<file path="src/rtl/program_rom_loadable.sv">
`default_nettype none
// ============================================================================
//  Module      : program_rom_loadable
//  Description : Run-time loadable program memory. A valid/ready word stream
//                fills the array while the CPU is held; fetches beyond the
//                loaded length (or during a load) return NOP_WORD.
//  Revision    : 1.0 - initial release
// ============================================================================
module program_rom_loadable #(
    parameter int                DATA_W   = 16,
    parameter int                ADDR_W   = 8,
    parameter logic [DATA_W-1:0] NOP_WORD = '0
) (
    input  logic              clk,
    input  logic              rst,
    input  logic [ADDR_W-1:0] addr_p,
    output logic [DATA_W-1:0] out_prom,
    input  logic              load_req,
    input  logic              ld_valid,
    input  logic [DATA_W-1:0] ld_data,
    input  logic              ld_last,
    output logic              ld_ready,
    output logic              cpu_hold,
    output logic [ADDR_W:0]   prog_len,
    output logic              ld_overflow
);

    typedef enum logic [1:0] {
        ST_RUN  = 2'd0,
        ST_LOAD = 2'd1,
        ST_DONE = 2'd2
    } state_t;

    localparam int                c_depth   = 2 ** ADDR_W;
    localparam logic [ADDR_W-1:0] c_ptr_top = '1;
    localparam logic [ADDR_W-1:0] c_ptr_one = 1;
    localparam logic [ADDR_W:0]   c_len_one = 1;

    state_t            r_state;
    state_t            w_state_nxt;
    logic [ADDR_W-1:0] r_wr_ptr;
    logic [ADDR_W-1:0] r_addr;
    logic [ADDR_W:0]   r_prog_len;
    logic              r_ld_overflow;
    logic [DATA_W-1:0] r_mem [c_depth];

    logic w_accept;
    logic w_at_top;
    logic w_start;

    assign w_accept    = ld_valid && (r_state == ST_LOAD);
    assign w_at_top    = (r_wr_ptr == c_ptr_top);
    assign w_start     = (r_state == ST_RUN) && load_req;
    assign prog_len    = r_prog_len;
    assign ld_overflow = r_ld_overflow;

    // Next-state and handshake outputs
    always_comb begin
        w_state_nxt = r_state;
        ld_ready    = 1'b0;
        cpu_hold    = 1'b0;
        case (r_state)
            ST_RUN: begin
                if (load_req) begin
                    w_state_nxt = ST_LOAD;
                end
            end
            ST_LOAD: begin
                ld_ready = 1'b1;
                cpu_hold = 1'b1;
                if (w_accept && (ld_last || w_at_top)) begin
                    w_state_nxt = ST_DONE;
                end
            end
            ST_DONE: begin
                cpu_hold    = 1'b1;
                w_state_nxt = ST_RUN;
            end
            default: begin
                w_state_nxt = ST_RUN;
            end
        endcase
    end

    always_ff @(posedge clk or posedge rst) begin
        if (rst) begin
            r_state       <= ST_RUN;
            r_wr_ptr      <= '0;
            r_prog_len    <= '0;
            r_ld_overflow <= 1'b0;
            r_addr        <= '0;
        end else begin
            r_state <= w_state_nxt;
            r_addr  <= addr_p;
            if (w_start) begin
                r_wr_ptr      <= '0;
                r_prog_len    <= '0;
                r_ld_overflow <= 1'b0;
            end
            if (w_accept) begin
                r_prog_len <= {1'b0, r_wr_ptr} + c_len_one;
                // Pointer parks at the top word rather than wrapping
                if (!w_at_top) begin
                    r_wr_ptr <= r_wr_ptr + c_ptr_one;
                end else if (!ld_last) begin
                    r_ld_overflow <= 1'b1;
                end
            end
        end
    end

    // Array is never cleared; validity is tracked solely by prog_len
    always_ff @(posedge clk) begin
        if (w_accept) begin
            r_mem[r_wr_ptr] <= ld_data;
        end
    end

    always_comb begin
        out_prom = NOP_WORD;
        if ((r_state == ST_RUN) && ({1'b0, r_addr} < r_prog_len)) begin
            out_prom = r_mem[r_addr];
        end
    end

endmodule
`default_nettype wire

</file>
<file path="config.mk">
export PLATFORM = sky130hd
export DESIGN_NAME = program_rom_loadable
export DESIGN_NICKNAME = d
export VERILOG_FILES = /design/src/rtl/program_rom_loadable.sv
export SDC_FILE = /design/constraint.sdc
export NUM_CORES = 2
export LEC_CHECK = 0
export ABC_AREA = 0
export ABC_CLOCK_PERIOD_IN_PS = 3800
export BUFFER_PORTS_ARGS = -buffer_cell sky130_fd_sc_hd__buf_2
export CAP_MARGIN = 5
export CORE_ASPECT_RATIO = 1.1
export CORE_MARGIN = 2
export CORE_UTILIZATION = 49
export DETAILED_ROUTE_END_ITERATION = 12
export SETUP_SLACK_MARGIN = 0.1
export SYNTH_ARGS = -nofsm -noshare
export SYNTH_HDL_FRONTEND = slang
export SYNTH_SLANG_ARGS = --single-unit
</file>
<file path="constraint.sdc">
create_clock -name clk -period 3.8 [get_ports clk]
set_clock_uncertainty 0.15 [all_clocks]
set_input_delay 0.19 -clock clk [delete_from_list [all_inputs] [get_ports clk]]
set_output_delay 0.19 -clock clk [all_outputs]
set_load 0.005 [all_outputs]
</file>
==> impl_metrics.py <==
metrics = {
    "run": {
        "maxCapViolCount": 0,
    },
    "sta": {
        "setup-tns-final_ps": -14990,
        "drv_slew": 0,
        "slew-limit-headroom_pct": 11.3,
        "worst_slew_pin_slew_ps": 1330,
        "hold_viol_final": 0,
        "holdWs_ps": 94.7,
        "fmax_mhz": 204,
        "fin_crit_sh_pct": 129,
        "rsz0062_at_grt": "true",
        "worst_slack_ps": -1090,
        "fin_crit_ps": 4890,
        "setup_violations": 16,
    },
    "yosys": {
        "synthFlopType": "edfxtp_1",
        "yosys.area.top_type_share_pct": 76.4,
        "synth.most_common_cell": "edfxtp_1",
        "yosysWarnings": 0,
        "synth_nets": 8101,
        "ys_seq_area_share_pct": 76.8,
        "synthesis.area_um2": 161000,
        "ys_ff_latch": 4124,
        "syn_inst": 8058,
        "synth_top_family_by_area": "multiplexers",
        "yosys.area_share.simple_pct": 2.06,
        "synth_xor_area_share_pct": 0.0326,
        "yosys-top-cells-count": "4,096 x edfxtp_1, 897 x mux2i_1, 565 x mux4_2",
        "synth_mux_area_share_pct": 13.7,
        "synthAdderAreaFrac_pct": 0.109,
        "synth-compound-area-share_pct": 5.22,
        "async_flop_share_pct": 0.679,
        "yosys.area.top_type": "edfxtp_1",
        "ys_top_cells_by_area": "edfxtp_1 76%, mux4_2 7.9%, mux2i_1 5.6%",
        "synth_edf_count": 4096,
        "synth_area_per_cell_um2": 20.0,
        "yosys.cell_types.count": 73,
    },
    "setup_path": {
        "worstSetupPathType": "flop to output port",
        "cp_common_cell": "buf_12",
        "crit_fanout": 5,
        "cp-end-kind": "output port",
        "worstPathCellList": "buf_12, buf_12, buf_12, mux4_2, mux4_2, o211ai_1, nand3_1, buf_6, a22o_4, buf_6",
        "cp_slowest_stage_delay_ps": 760,
        "crit_slowest_cell": "o211ai_1",
        "cp.required_ps": 3460,
        "cp.arrival_ps": 4550,
        "start_kind": "flop",
    },
    "detailed_routing": {
        "drt_pass1_iterations": 7,
        "ant_nets": 0,
        "vias": 89300,
        "vias_per_cell": 6.36,
        "routedWlPerCell_um": 35.0,
        "drc": 0,
        "routed_wl_mm": 492,
        "drt_iter0_drc": 12100,
    },
    "placed_design": {
        "port_buffers": 56,
        "dp_hpwl_mm": 301,
        "gp_congestion": 0.878,
        "dp_cells": 13100,
    },
    "finish": {
        "nNetsFinal": 9428,
        "syn_to_final_growth_pct": 20.0,
        "drive_above_1_share_pct": 30.2,
        "instances_no_fill": 14100,
    },
    "grt": {
        "overflow": 0,
        "track_usage_pct": 29.2,
        "antenna_found_initial": 20,
        "grt_pass1_wl_mm": 680,
        "grt_max_degree": 121,
        "grt_pass1_vias": 87200,
    },
    "pwr": {
        "power.density_nw_per_um2": 504,
        "leakage_nw": 64.7,
        "peakVddDrop_mv": 0.399,
        "p_seq_share_pct": 51.5,
        "comb_power_share_pct": 7.4,
        "sw_frac_of_total_pct": 22.2,
        "p_clk_share_pct": 41.2,
        "p_switching_w": 0.0217,
        "intPower_w": 0.0758,
    },
    "floorplanning": {
        "start_util_pct": 49.3,
        "ios": 57,
        "core_area_um2": 327000,
        "die_h_um": 605,
        "die_w_um": 551,
        "die_area_um2": 333000,
        "rows": 220,
    },
    "cts": {
        "cts_root_buf": "clkbuf_16",
        "htreeDepth": 5,
        "clock-sinks": 4124,
        "cts_buffers": 409,
        "clk-insertion-delay-late_ps": 990,
        "clk_pin_slew_ps": 60,
        "clock_path_buffers": 4,
        "cts_tree": "done",
    },
    "outcome": {
        "outcome": "finished, violations left",
        "violations": "setup timing",
    },
    "hold_path": {
        "hold_path_class": "primary input to flop",
    },
}
==> registers in the layout (all words and copies together) (netlist names) <==
register	flops
r_mem	4096
r_wr_ptr	8
r_state	2
prog_len	9
r_addr	8
ld_overflow	1
==> per-layer routing <==
metal	track usage [%]	up-vias	part of all wire (%)
met3	4.40	897	8.4
li1	-	36400	-
met5	0	-	0.015
met2	47.0	4626	48
met4	13.4	6	5.4
met1	39.4	47400	38
==> worst max-delay path: cells and delay by family (launching register included) <==
| family | cells | cell delay, ps |
|---|---|---|
| compound gates | 2 | 1070 |
| mux | 2 | 1020 |
| buf+inv | 5 | 760 |
| flops | 1 | 450 |
| simple gates | 1 | 250 |
==> cell type report <==
type | instances | area [µm²]
Clock inverter | 235 | 2340
Timing Repair Buffer | 1427 | 14700
Fill cell | 23600 | 133000
Inverter | 19 | 98.8
Multi-Input combinational cell | 3404 | 36200
Antenna cell | 7 | 17.5
Clock buffer | 509 | 10800
Tap cell | 4329 | 5420
Sequential cell | 4124 | 124000
==> kinds of logic (layout without fill, tap and decap cells) <==
kind of cell,after synthesis,in the layout
flip-flops,4124,4124
multiplexers,1499,1499
AO/OA/AOI/OAI,1136,1136
AND/OR/NAND/NOR,749,749
buffers and inverters,530,2190
adder cells (fa/ha/maj),14,14
XOR/XNOR,6,6
other,0,7
==> worst paths after layout <==
kind | start | endpoint | slack, ps | cells past startpoint
hold / removal | ld_data[11] | r_mem[66][11] | 90 | 2
setup reg to reg | r_state[1] | r_mem[236][8] | 350 | 8
hold reg to reg | prog_len[8] | prog_len[8] | 370 | 1
min in group asynchronous | rst | r_wr_ptr[4] | 260 | 5
max in group asynchronous | rst | r_addr[3] | 2890 | 5
setup / recovery | r_addr[0] | out_prom[15] | -1090 | 10
==> cells in the final DEF (no fill, tap or decap), drive strengths merged, types with 13 or more instances in the layout <==
master	n
edfxtp	4096
buf	1363
mux2i	897
mux4	565
clkbuf	515
nor2	361
a221oi	254
o21ai	215
clkinv	169
a221o	136
a21oi	134
nand2	104
nor3	98
a211oi	85
nand3	68
a22oi	65
o22ai	52
bufinv	41
dlygate4sd3	41
mux2	37
inv	33
o221ai	32
o31ai	29
dfrtp	28
a31oi	26
o211ai	24
and2	22
nand2b	22
nand4	18
bufbuf	17
or2	15
ha	14
a22o	13
nor4	13
==> power groups by stage <==
stage,clock [W],combinational (W),sequential [W]
after floorplan,0,0.00279,0.0511
after global placement,0,0.00621,0.0511
after detailed placement,0,0.00630,0.0511
after CTS,0.0405,0.00692,0.0502
after global routing,0.0422,0.00740,0.0502
final,0.0401,0.00717,0.0502
==> metrics by stage <==
step,instance area [µm²],power [W],worst slack (ps),util [%]
floorplan,161000,0.0539,1040,-
global placement,175000,0.0574,-684,53.4
detailed placement,175000,0.0574,-712,53.4
CTS,192000,0.0976,-1130,58.7
global route,193000,0.0998,-1160,59.1
finish,193000,0.0975,-1090,59.2
==> timing repair <==
item / 4_1_cts / 5_1_grt
hold endpoints to repair: 3165 / 0
cloned: 22 / 5
setup buffers: 125 / 65
setup endpoints to repair: 16 / 16
pin swaps: 78 / 109
gates resized for setup: 370 / 218
hold buffers: 41 / 0
Power figures use the tool's default switching activity.
